<file path="src/rtl/fetch_pkg.sv">
// rtl/fetch_pkg.sv - shared types and constants for the instruction fetch stage
//
// Purpose: common definitions used by instr_fetch_unit and fetch_fifo.
//   fetch_entry_t : one prefetched instruction together with its byte PC
//   INSTR_W/PC_W  : instruction and address widths
//   PC_INC        : sequential PC step (one 32-bit word)
//   DEFAULT_RESET_PC : PC loaded on reset unless overridden
// Ports: none (package).

package fetch_pkg;

   localparam int          INSTR_W          = 32;
   localparam int          PC_W             = 32;
   localparam logic [31:0] PC_INC           = 32'd4;
   localparam logic [31:0] DEFAULT_RESET_PC = 32'h0000_0000;

   typedef struct packed {
      logic [PC_W-1:0]    pc;
      logic [INSTR_W-1:0] instr;
   } fetch_entry_t;

   // Word-align a byte address by clearing the two low bits.
   function automatic logic [PC_W-1:0] align_pc(input logic [PC_W-1:0] addr);
      return {addr[PC_W-1:2], 2'b00};
   endfunction

endpackage

</file>
<file path="src/rtl/fetch_fifo.sv">
// rtl/fetch_fifo.sv - prefetch FIFO with flush and push-while-full-and-popping
//
// Purpose: synchronous FIFO of fetch_entry_t. Head is read directly from the
//   storage flops so downstream sees registered values only.
// Ports:
//   clk, rst        : clock, asynchronous active-high reset
//   flush           : empty the FIFO (pointers to zero); overrides push/pop
//   push, push_data : write request and entry
//   pop             : advance head (ignored when empty)
//   full, empty     : occupancy flags
//   head            : entry at the read pointer (stale but stable when empty)

module fetch_fifo
   import fetch_pkg::*;
#(
   parameter int DEPTH = 4
) (
   input  logic         clk,
   input  logic         rst,
   input  logic         flush,
   input  logic         push,
   input  fetch_entry_t push_data,
   input  logic         pop,
   output logic         full,
   output logic         empty,
   output fetch_entry_t head
);

   localparam int AW = $clog2(DEPTH);

   // Pointers carry an extra wrap bit to distinguish full from empty.
   logic [AW:0]  wptr_q, wptr_d;
   logic [AW:0]  rptr_q, rptr_d;
   fetch_entry_t mem_q [DEPTH];
   fetch_entry_t mem_d [DEPTH];
   logic         do_push, do_pop;

   assign empty   = (wptr_q == rptr_q);
   assign full    = (wptr_q[AW-1:0] == rptr_q[AW-1:0]) && (wptr_q[AW] != rptr_q[AW]);
   assign do_pop  = pop && !empty;
   // When full, a same-cycle pop frees the slot being written; the head is
   // read from the old contents before the edge, so no hazard.
   assign do_push = push && (!full || do_pop);
   assign head    = mem_q[rptr_q[AW-1:0]];

   always_comb begin
      wptr_d = wptr_q;
      rptr_d = rptr_q;
      mem_d  = mem_q;
      if (flush) begin
         wptr_d = '0;
         rptr_d = '0;
      end else begin
         if (do_push) begin
            mem_d[wptr_q[AW-1:0]] = push_data;
            wptr_d = wptr_q + 1'b1;
         end
         if (do_pop) begin
            rptr_d = rptr_q + 1'b1;
         end
      end
   end

   always_ff @(posedge clk or posedge rst) begin
      if (rst) begin
         wptr_q <= '0;
         rptr_q <= '0;
         for (int i = 0; i < DEPTH; i++) begin
            mem_q[i] <= '0;
         end
      end else begin
         wptr_q <= wptr_d;
         rptr_q <= rptr_d;
         mem_q  <= mem_d;
      end
   end

endmodule

</file>
<file path="src/rtl/instr_fetch_unit.sv">
// rtl/instr_fetch_unit.sv - program counter, ROM fetch and prefetch queue to decode
//
// Purpose: holds the PC, drives it as the ROM address, pushes {pc, rom_data}
//   into fetch_fifo, and presents the FIFO head to decode. A redirect flushes
//   all prefetched entries and reloads the PC with the word-aligned target.
// Optional feature: FETCH_MISALIGN_TRAP_EN -- a misaligned redirect target
//   sets sticky misalign_err and halts fetching until an aligned redirect.
//   Without it the low target bits are dropped and misalign_err is 0.
// Ports:
//   clk, reset                : clock, asynchronous active-high reset
//   rom_addr / rom_data       : ROM byte address (= pc_q) / combinational word
//   redirect_valid/redirect_pc: taken branch or jump and its target
//   out_valid/out_ready       : decode handshake
//   out_instr/out_pc          : head instruction and its PC
//   misalign_err              : sticky misaligned-target flag

module instr_fetch_unit
   import fetch_pkg::*;
#(
   parameter int          DEPTH    = 4,
   parameter logic [31:0] RESET_PC = DEFAULT_RESET_PC
) (
   input  logic        clk,
   input  logic        reset,
   output logic [31:0] rom_addr,
   input  logic [31:0] rom_data,
   input  logic        redirect_valid,
   input  logic [31:0] redirect_pc,
   output logic        out_valid,
   input  logic        out_ready,
   output logic [31:0] out_instr,
   output logic [31:0] out_pc,
   output logic        misalign_err
);

   logic [31:0]  pc_q, pc_d;
   logic         fifo_full, fifo_empty;
   logic         fifo_push, fifo_pop;
   logic         fetch_en;
   fetch_entry_t head, push_entry;

`ifdef FETCH_MISALIGN_TRAP_EN
   logic halt_q, halt_d;
   logic misalign_err_q, misalign_err_d;

   always_comb begin
      halt_d         = halt_q;
      misalign_err_d = misalign_err_q;
      if (redirect_valid) begin
         if (redirect_pc[1:0] != 2'b00) begin
            halt_d         = 1'b1;
            misalign_err_d = 1'b1;
         end else begin
            halt_d = 1'b0;
         end
      end
   end

   always_ff @(posedge clk or posedge reset) begin
      if (reset) begin
         halt_q         <= 1'b0;
         misalign_err_q <= 1'b0;
      end else begin
         halt_q         <= halt_d;
         misalign_err_q <= misalign_err_d;
      end
   end

   assign fetch_en     = !halt_q;
   assign misalign_err = misalign_err_q;
`else
   assign fetch_en     = 1'b1;
   assign misalign_err = 1'b0;
`endif

   assign out_valid = !fifo_empty;
   // A pop coinciding with a redirect is still taken by decode; the flush
   // then discards whatever remains.
   assign fifo_pop  = out_valid && out_ready;

   always_comb begin
      pc_d      = pc_q;
      fifo_push = 1'b0;
      if (redirect_valid) begin
         pc_d = align_pc(redirect_pc);
      end else if (fetch_en && (!fifo_full || fifo_pop)) begin
         fifo_push = 1'b1;
         pc_d      = pc_q + PC_INC;
      end
   end

   always_ff @(posedge clk or posedge reset) begin
      if (reset) begin
         pc_q <= RESET_PC;
      end else begin
         pc_q <= pc_d;
      end
   end

   assign push_entry.pc    = pc_q;
   assign push_entry.instr = rom_data;

   fetch_fifo #(
      .DEPTH(DEPTH)
   ) u_fifo (
      .clk       (clk),
      .rst       (reset),
      .flush     (redirect_valid),
      .push      (fifo_push),
      .push_data (push_entry),
      .pop       (fifo_pop),
      .full      (fifo_full),
      .empty     (fifo_empty),
      .head      (head)
   );

   assign rom_addr  = pc_q;
   assign out_instr = head.instr;
   assign out_pc    = head.pc;

endmodule

</file>
<file path="config.mk">
export PLATFORM = sky130hd
export DESIGN_NAME = instr_fetch_unit
export DESIGN_NICKNAME = d
export VERILOG_FILES = /design/src/rtl/fetch_pkg.sv /design/src/rtl/fetch_fifo.sv /design/src/rtl/instr_fetch_unit.sv
export SDC_FILE = /design/constraint.sdc
export NUM_CORES = 1
export LEC_CHECK = 0
export ABC_AREA = 1
export ABC_CLOCK_PERIOD_IN_PS = 8300
export CORE_MARGIN = 4
export CORE_UTILIZATION = 52
export DETAILED_ROUTE_END_ITERATION = 10
export GPL_TIMING_DRIVEN = 0
export PLACE_DENSITY = 0.87
export SLEW_MARGIN = 15
export SYNTH_ARGS = -nofsm -noshare
export SYNTH_HDL_FRONTEND = slang
export SYNTH_HIERARCHICAL = 1
export SYNTH_SLANG_ARGS = --single-unit
</file>
<file path="constraint.sdc">
create_clock -name clk -period 8.3 [get_ports clk]
set_clock_uncertainty 0.1 [all_clocks]
set_input_delay 0.83 -clock clk [delete_from_list [all_inputs] [get_ports clk]]
set_output_delay 0.83 -clock clk [all_outputs]
set_load 0.01 [all_outputs]
</file>
* After elaboration in Yosys (flattened, before gate mapping) *
Index checks and enable logic that the tools add are counted.

storage, ports and cells
  register bits after elaboration = 294
  input bits = 68
  output and inout bits = 98
  word-level logic and storage cells = 50

operators by class
  $add $sub $neg = 3
  magnitude comparators = 3
  equal/unequal tests = 3
  mux-type cells = 14
  bitwise logic cells = 3
  reductions and logical operators = 13

operator list
  kind                                                       count
  bitwise mux 256 bit                                        1
  2-to-1 mux 64 bit                                          3
  binary-select mux 64 bit (select 2 bit)                    1
  demux 64 bit (select 2 bit)                                1
  2-to-1 mux 32 bit                                          2
  adder 32 x 3 -> 32 bit (second input constant)             1
  2-to-1 mux 3 bit                                           4
  adder 3 x 1 -> 3 bit (second input constant)               2
  greater-or-equal comparator 3 bit (second input constant)  2
  inverter 2 -> 3 bit                                        2
  nonzero test 2 bit                                         3
  logical AND 1 bit                                          5
  == test 3 bit                                              1
  < comparator 3 x 1 -> 1 bit (second input constant)        1
  == test 2 bit                                              1
  logical NOT 1 bit                                          2
  logical OR 1 bit                                           2
  2-to-1 mux 1 bit                                           2
  AND reduction 2 bit                                        1
  != test 1 bit                                              1
  inverter 1 bit                                             1

* Logic depth before layout (Yosys ltp) *
Gate-level depths: netlist of the first run.

  depth in word-level cells = 9
  mapped depth = 19
  gate-level depth less buffers = 16

* Hierarchy *
Netlist of the first run, hierarchy kept.

modules (own cells, without submodules)
  module            instances  cells an instance  area an instance (sq um)  seq. area each (sq um)
  fetch_fifo        1          1562               12812.3                   6556.3
  instr_fetch_unit  1          345                2257.2                    750.7

* Worst setup path before layout of the first run *
OpenSTA, ideal clock, no wires.

  path type = register -> register
  from = reg u_fifo.wptr_q[0]
  to = reg u_fifo/mem_q[164] (netlist bit)
  library setup time = 66 ps
  data arrival time = 2397 ps
  required time = 8134 ps
  slack = 5738 ps
  cell stages (with the launch flop) = 19
  buffers on the path = 4
  clock period less this slack = 2562 ps
  cells stage by stage = dfrtp_1 inv_1 nand2_1 nand2_1 nand3_1 inv_1 inv_2 nand2_1 nand2_2 nand2_2 inv_2 buf_4 buf_2 inv_1 nor2_8 buf_6 buf_6 nand4_1 nand2_1

on the way
  longest elaborated chain between the ends = 8
  elaborated cells between the ends (all ways) = 20
  those cells by class = 2 x order compare; 2 x eq/ne; 5 x mux; 1 x bitwise; 10 x reduce/logical

ends and longest elaborated chain
  item                                  RTL line                RTL
  from (decl)                           fetch_fifo.sv:32        logic [AW:0] wptr_q, wptr_d;
  from (signal assigned)                fetch_fifo.sv:72        wptr_q <= wptr_d;
  == test 3 bit                         fetch_fifo.sv:38        assign empty = (wptr_q == rptr_q);
  named net fifo_empty                  instr_fetch_unit.sv:37  logic fifo_full, fifo_empty;
  logical NOT 1 bit                     instr_fetch_unit.sv:76  assign out_valid = !fifo_empty;
  named net out_valid                   instr_fetch_unit.sv:29  output logic out_valid,
  logical AND 1 bit                     instr_fetch_unit.sv:79  assign fifo_pop = out_valid && out_ready;
  logical OR 1 bit                      instr_fetch_unit.sv:86  end else if (fetch_en && (!fifo_full || fifo_pop)) begin
  2-to-1 mux 1 bit                      instr_fetch_unit.sv:86
  2-to-1 mux 1 bit                      instr_fetch_unit.sv:84  if (redirect_valid) begin
  named net fifo_push                   instr_fetch_unit.sv:38  logic fifo_push, fifo_pop;
  logical AND 1 bit                     fetch_fifo.sv:43        assign do_push = push && (!full || do_pop);
  AND reduction 2 bit (no source line)  n/a
  to (signal assigned)                  fetch_fifo.sv:74        mem_q <= mem_d;
  to (decl)                             fetch_fifo.sv:34        fetch_entry_t mem_q [DEPTH];

The timed path passes the listed nets, and every way through them passes these cells.
A chain may end at the register's enable or synchronous reset.

* Worst setup path after layout of the first run *
  from = reg u_fifo.rptr_q[0]
  to = out out_pc[15]

on the way
  longest elaborated chain between the ends = 4

ends and longest elaborated chain
  item                                                  RTL line                RTL
  from (decl)                                           fetch_fifo.sv:33        logic [AW:0] rptr_q, rptr_d;
  from (signal assigned)                                fetch_fifo.sv:73        rptr_q <= rptr_d;
  inverter 2 -> 3 bit (not written as such)             fetch_fifo.sv:44        assign head = mem_q[rptr_q[AW-1:0]];
  binary-select mux 64 bit (select 2 bit)               fetch_fifo.sv:44
  2-to-1 mux 64 bit (not written as such) (2 in a row)  fetch_fifo.sv:44
  to (decl)                                             instr_fetch_unit.sv:32  output logic [31:0] out_pc,

No other way between the ends. The select of a mux whose other input is x is not followed.

==> reports/metrics.csv, run 1 <==
stage,metric,value,unit
synth,Avg Inst Size Synth,7.90,µm²
timing,worst-margin pin slew,0.794,ns
worst_setup_path,"critical path, cell by cell",inv_2 -> clkbuf_1 -> clkbuf_1 -> o21ai_0 -> o22ai_1 -> clkdlybuf4s50_1,
worst_setup_path,data required time at the worst endpoint,7.37,ns
cts,post-CTS sizing,0,
timing,Hold Fails Final Rpt,0,
cts,Worst-path clk slew,0.06,ns
detailed_routing,DRT iter0 DRCs,2498,
synth,Syn Inst Count,1907,
detailed_routing,Post-Route WL,50.5,mm
cts,clk sinks,292,
detailed_routing,Antenna Violating Nets Remaining,0,
synth,xor/xnor share of the synthesized area,0.00465,
pwr,worst vdd ir,0.186,mV
synth,Synth top cells by count,"665 x nand2_1, 292 x dfrtp_1, 258 x nand4_1",
cells_and_area,Fill cells,2295,
cts,CTS root buf,clkbuf_16,
cts,worst-case clock buffer depth,3,
detailed_routing,vias per cell,6.26,
worst_setup_path,"Largest stage delay, worst path",0.62,ns
floorplan,Initial Util,0.526,
pwr,Power Dens Cells,247,mW/mm²
worst_setup_path,Worst Path Buf+Inv,4,
timing,min Tclk post-route,4.25,ns
synth,Seq cells post-synth,292,
floorplan,Die Wd,178,µm
synth,most common cell in the netlist,nand2_1,
synth,Post-synth EDFFs,0,
synth,post-synthesis mux area share,0,
place,buffers added on ports,160,
status,outcome,"complete, no violations",
floorplan,IO Pins,166,
synth,Ys Warns,6,
detailed_routing,Remaining DRCs,0,
synth,Area contributors post-synth,"dfrtp_1 48%, nand2_1 17%, nand4_1 11%",
cells_and_area,layout cell share with drive strength beyond 1,0.0830,
worst_setup_path,"CP delay by family, top",buffers and inverters,
synth,Yosys cell types,37,
cts,H-Tree Depth,1,
pwr,leak pwr,0.00891,µW
floorplan,area of the die,0.0318,mm²
global_routing,pin count of the biggest net entering global routing,101,
global_routing,Total GRT Usage,0.310,
global_routing,vias in the first global route,15257,
worst_setup_path,Setup crit start kind,register,
floorplan,Core Area,0.0286,mm²
synth,Synth Cell Area,0.0151,mm²
timing,RSZ-0062 raised after global routing,false,
cts,post-CTS setup buffer count,0,
cells_and_area,Area Growth Syn to Fin,20.8,%
timing,Max Fclk,0.235,GHz
synth,Post-Synth Simple-Gate Area,0.352,
place,GP Congestion,0.934,
detailed_routing,Routed WL per cell,20.0,µm
detailed_routing,First-pass DRT Iterations,6,
cts,CTS tree,done,
timing,worst rel slew slack,0.471,
cells_and_area,Ant. Diodes,0,
cts,"Clk Latency, worst-skew pair",0.58,ns
synth,main combinational cell family by area after synthesis,simple AND/OR/NAND/NOR gates,
global_routing,first-pass GRT wire length,79.5,mm
cells_and_area,post-layout util,0.636,
floorplan,Die Height,178,µm
synth,share of the synthesized area in the top cell type,0.485,
synth,"area leader, netlist",dfrtp_1,
synth,Synth Area in Adders,0.00498,
global_routing,global route overflow,0,
job,Max Cap Viol,0,
synth,sequential-to-total area share from yosys stat,0.485,
place,post-DP HPWL,34.3,mm
timing,"Setup violations, final",0,
worst_setup_path,most frequent CP cell,clkbuf_1,
synth,Post-synth top flop,dfrtp_1,
cells_and_area,Layout Nets,2185,
cts,total CTS buffers,30,
global_routing,initial antenna violation count,0,
synth,compound-gate portion of the synthesized area,0.0818,
floorplan,row count,62,
timing,Tcrit/Tclk final,0.513,
timing,"Slew Viols, Final",0,
worst_setup_path,Crit Path Class,reg2out,
timing,Final WS setup,4.05,ns
place,pre-CTS setup slack,4.39,ns
worst_setup_path,CP max FO,10,
detailed_routing,total number of vias,15745,
cts,Post-CTS Hold Buffers,0,
worst_setup_path,CP endpoint kind,primary output,
min_path,HP Class,reg2reg,
timing,WHS,0.376,ns
worst_setup_path,CP max-delay cell,clkdlybuf4s50_1,
worst_setup_path,WP data arrival,3.32,ns
synth,asr flop ratio synth,1.00,
flip-flops by register name, summed over array words and instances (netlist names):
name / cells
u_fifo/rptr_q: 3
rom_addr: 30
u_fifo/mem_q: 256
u_fifo/wptr_q: 3
cell type report:
type	count	area, µm²	share of cell area
inverter	55	214	0.0117
tap	384	480	0.0264
timing repair buffer	162	1660	0.0910
multi-input combinational	1410	6730	0.369
sequential	292	7310	0.401
buffer	160	867	0.0476
clock buffer	39	815	0.0447
clock inverter	15	144	0.00790
worst register-to-register path, cell delays in order (launching register included):
cell     delay (ns)
dfrtp_1        0.42
inv_1          0.07
nand2_1        0.05
nand2_1        0.09
inv_1          0.09
nand3_1        0.14
inv_1          0.11
inv_2          0.07
nand2_1        0.13
nand2_2        0.26
nand2_2        0.24
inv_2          0.25
buf_4          0.24
buf_2          0.29
inv_1          0.17
nor2_8         0.21
buf_6          0.24
buf_6          0.18
nand4_1        0.10
nand2_1        0.10
kinds of logic (layout without fill, tap and decap cells):
kind of cell	after synthesis	after routing
and+or+nand+nor	1162	1162
DFF	292	292
AOI/OAI and AO/OA	223	223
buffers and inverters	215	431
xor gates and xnor gates	8	8
adders and majority gates	6	6
other	1	11
through the flow:
step	TNS, ns	instance area, µm²	power, µW	std cells
2_1_floorplan	0	15100	2620	1917
3_3_place_gp	-766.23	17200	3090	2461
3_5_place_dp	0	17300	3150	2463
4_1_cts	0	18200	4480	2517
5_1_grt	0	18200	4700	2517
6_report	0	18200	4500	2517
where the power goes:
part | switching, µW | internal (µW)
Clock | 577 | 752
Combinational | 661 | 496
Sequential | 241 | 1770
Total | 1480 | 3020
placed cells by master (no fill, tap or decap), types with 4 or more instances in the layout:
| cell | netlist | layout |
|---|---|---|
| nor2_2 | 11 | 11 |
| nand3_1 | 40 | 40 |
| nand2_2 | 7 | 7 |
| buf_1 | 28 | 28 |
| inv_2 | 8 | 9 |
| xor2_1 | 7 | 7 |
| clkinv_2 | 0 | 9 |
| a21oi_1 | 7 | 7 |
| dfrtp_1 | 292 | 292 |
| clkbuf_1 | 54 | 60 |
| o22ai_1 | 64 | 64 |
| clkbuf_16 | 0 | 30 |
| nand2_1 | 665 | 665 |
| nor2_4 | 11 | 11 |
| nor2_1 | 157 | 157 |
| o21ai_0 | 137 | 137 |
| inv_1 | 47 | 45 |
| clkdlybuf4s50_1 | 0 | 160 |
| ha_1 | 6 | 6 |
| nand4_4 | 4 | 4 |
| nand4_1 | 258 | 258 |
| conb_1 | 1 | 11 |
| buf_4 | 5 | 5 |
| o211ai_1 | 6 | 6 |
| buf_6 | 25 | 25 |
| buf_2 | 48 | 48 |
worst paths after layout:
kind	from	depth (start not counted)	slack, ns	to
worst max-delay path	u_fifo/rptr_q[0]	6	4.05	out_pc[15]
worst min-delay path	u_fifo/mem_q[180]	2	0.38	u_fifo/mem_q[180]
worst max register to register	u_fifo/wptr_q[2]	19	4.66	u_fifo/mem_q[174]
worst min register to register	u_fifo/mem_q[180]	2	0.38	u_fifo/mem_q[180]
max in group asynchronous	reset	3	6.50	u_fifo/mem_q[120]
min in group asynchronous	reset	2	0.71	u_fifo/mem_q[44]
layer usage:
layer	track usage	routed length [µm]	vias to the layer above
li1	-	-	6853
met1	0.416	18800	7384
met2	0.492	23000	1261
met3	0.0528	5910	247
met4	0.147	2770	0
met5	0	0	-
No activity file was read; power rests on OpenSTA's default activity.
==> run 2: changes to the inputs <==
- ABC_CLOCK_PERIOD_IN_PS: 8300 -> 4019
- CORE_UTILIZATION: 52 -> 53
- PLACE_DENSITY: 0.87 -> 0.86
- clock period: 8.3 -> 4.02 ns (I/O delays scaled with it)
==> run 2 against run 1 <==
  * Routed wire length up 0.75%
  * Non-clock buffer count increased by 5
  * Clock power is 130% higher
  * Via count down 0.16%
  * Register-to-register slack lost 4.2 ns
  * Largest cell class unchanged
  * Critical path type unchanged
  * Sequential share of layout area decreased by 0.49 points
  * Global-route usage rose by 0.99 points
  * Utilization up 2.4 points
  * Power rose by 110%
  * Sequential cell count is the same
  * Worst hold slack got worse by 0.12 ns
  * Combinational power rose by 110%
==> reports/metrics.csv, run 2 (same netlist as run 1, synthesis figures left out) <==
stage,metric,value,unit,change
detailed_routing,vias per cell,6.24,,-0.24%
detailed_routing,First-pass DRT Iterations,6,,unchanged
min_path,HP Class,in2async,,
cts,post-CTS sizing,0,,unchanged
worst_setup_path,data required time at the worst endpoint,3.52,ns,-3.85 ns
cells_and_area,"most common cell after layout, fill and taps aside",nand2_1,,
worst_setup_path,Worst Path Buf+Inv,4,,unchanged
status,outcome,"complete, no violations",,
global_routing,first-pass GRT wire length,81.0,mm,+1.9%
place,buffers added on ports,160,,unchanged
worst_setup_path,reg2reg setup slack,0.44,ns,-4.22 ns
detailed_routing,Routed WL per cell,20.2,µm,+0.67%
cells_and_area,Area Growth Syn to Fin,22.3,%,
place,DP Area,0.0173,mm²,+0.43%
timing,worst-margin pin slew,0.805,ns,+0.0114 ns
floorplan,Core Area,0.0279,mm²,-2.4%
timing,worst rel slew slack,0.463,,-0.00757
cts,CTS root buf,clkbuf_16,,
detailed_routing,Remaining DRCs,0,,unchanged
worst_setup_path,"critical path, cell by cell",inv_2 -> clkbuf_1 -> clkbuf_1 -> nor2_1 -> o22ai_1 -> clkdlybuf4s50_1,,
worst_setup_path,"CP delay by family, top",buffers and inverters,,
floorplan,Die Wd,177,µm,-0.91%
cells_and_area,Ant. Diodes,0,,unchanged
worst_setup_path,CP endpoint kind,primary output,,
job,Max Cap Viol,0,,unchanged
detailed_routing,DRT iter0 DRCs,2084,,-17%
timing,"Slew Viols, Final",0,,unchanged
place,pre-CTS setup slack,0.566,ns,-3.82 ns
timing,RSZ-0062 raised after global routing,false,,
cells_and_area,layout cell share with drive strength beyond 1,0.0869,,+0.00389
place,post-DP HPWL,34.7,mm,+1.3%
worst_setup_path,WP data arrival,3.30,ns,-0.02 ns
pwr,Power Dens Cells,525,mW/mm²,+110%
worst_setup_path,Setup crit start kind,register,,
pwr,worst vdd ir,0.337,mV,+82%
cts,total CTS buffers,31,,+3.3%
floorplan,Initial Util,0.539,,+0.0130
global_routing,global route overflow,0,,unchanged
cells_and_area,"Design Area, Final",0.0184,mm²,+1.2%
detailed_routing,Antenna Violating Nets Remaining,0,,unchanged
floorplan,IO Pins,166,,unchanged
floorplan,area of the die,0.0312,mm²,-1.8%
pwr,leak pwr,0.00903,µW,+1.3%
global_routing,initial antenna violation count,1,,+1
worst_setup_path,Crit Path Class,reg2out,,
cts,CTS tree,done,,
floorplan,Die Height,177,µm,-0.91%
place,GP Congestion,0.924,,-1.2%
detailed_routing,Post-Route WL,50.8,mm,+0.75%
cells_and_area,"Most flops, register",u_fifo/mem_q,,
cts,Worst-path clk slew,0.06,ns,about the same
timing,Final WS setup,0.223,ns,-3.82 ns
worst_setup_path,r2r endpoint,u_fifo/mem_q[254],,
worst_setup_path,r2r startpoint,u_fifo/wptr_q[2],,
worst_setup_path,CP max FO,10,,unchanged
global_routing,Total GRT Usage,0.320,,+0.00994
floorplan,row count,61,,-1.6%
timing,min Tclk post-route,3.80,ns,
timing,Hold Fails Final Rpt,0,,unchanged
detailed_routing,total number of vias,15720,,-0.16%
global_routing,pin count of the biggest net entering global routing,38,,-62%
cts,worst-case clock buffer depth,3,,unchanged
cts,clk sinks,292,,unchanged
cts,post-CTS setup buffer count,0,,unchanged
worst_setup_path,most frequent CP cell,clkbuf_1,,
cells_and_area,max reg flops,256,,unchanged
global_routing,vias in the first global route,15767,,+3.3%
cts,H-Tree Depth,1,,unchanged
worst_setup_path,CP max-delay cell,clkdlybuf4s50_1,,
timing,Tcrit/Tclk final,0.945,,
worst_setup_path,Register-to-Register Path Depth,19,,unchanged
timing,Max Fclk,0.263,GHz,
timing,"Setup violations, final",0,,unchanged
pwr,Pwr Total,9670,µW,+110%
worst_setup_path,"Largest stage delay, worst path",0.62,ns,about the same
cells_and_area,Layout Nets,2191,,+0.27%
cts,"Clk Latency, worst-skew pair",0.57,ns,about the same
cts,Post-CTS Hold Buffers,0,,unchanged
cells_and_area,"commonest cells after routing, fill and taps aside","665 x nand2_1, 292 x dfrtp_1, 258 x nand4_1",,
run 2: final cells by class:
type	instances	area, µm²
buffer	160	867
tap	378	473
multi-input combinational	1410	6730
clock buffer	48	960
inverter	55	210
fill	2248	9500
clock inverter	9	151
sequential	292	7310
timing repair buffer	167	1740
run 2: routing by layer:
metal  track usage  up-vias  part of all wire
li1              -     6874                 -
met1         0.420     7420              0.37
met2         0.503     1198              0.46
met3        0.0615      226              0.12
met4         0.173        2             0.053
met5             0        -           0.00024
run 2: stage by stage:
stage	TNS, ns	util	hold slack, ns	cells
6_report	0	0.660	0.253	2519
5_1_grt	0	0.660	0.293	2519
4_1_cts	0	0.660	0.237	2519
3_5_place_dp	0	0.620	0.361	2462
3_3_place_gp	-462.00	0.615	0.356	2455
2_1_floorplan	0	-	0.344	1917
run 2: how the worst max path moves through the flow:
stage / from / to / slack (ns) / depth (start not counted)
after floorplan: reset / u_fifo/mem_q[0] / 0.06 / 1
after global placement: reset / u_fifo/mem_q[196] / -1.78 / 2
after detailed placement: redirect_valid / u_fifo/mem_q[63] / 0.57 / 12
after CTS: u_fifo/rptr_q[0] / out_pc[12] / 0.35 / 6
after global routing: u_fifo/rptr_q[0] / out_pc[12] / 0.12 / 6
final: u_fifo/rptr_q[0] / out_pc[31] / 0.22 / 6
run 2: power by group:
group | internal [µW] | total [µW] | switching, µW | leakage [µW]
sequential | 3660 | 4170 | 507 | 0.00376
combinational | 1030 | 2400 | 1370 | 0.00472
clock | 1890 | 3100 | 1220 | 0.000547
==> run 3: changes to the inputs <==
- ABC_CLOCK_PERIOD_IN_PS: 4019 -> 4500
- clock period: 4.02 -> 4.5 ns (I/O delays scaled with it)
==> results of run 3 <==
Same layout as run 2 (identical final DEF). Status: complete, no violations.
Main changes from that run: setup slack after placement 0.566 ns -> 0.998 ns; setup slack after layout 0.223 ns -> 0.655 ns; hold slack 0.253 ns -> 0.301 ns; register-to-register setup slack 0.44 ns -> 0.92 ns; total power 9670 µW -> 8640 µW; worst IR drop on VDD 0.337 mV -> 0.301 mV
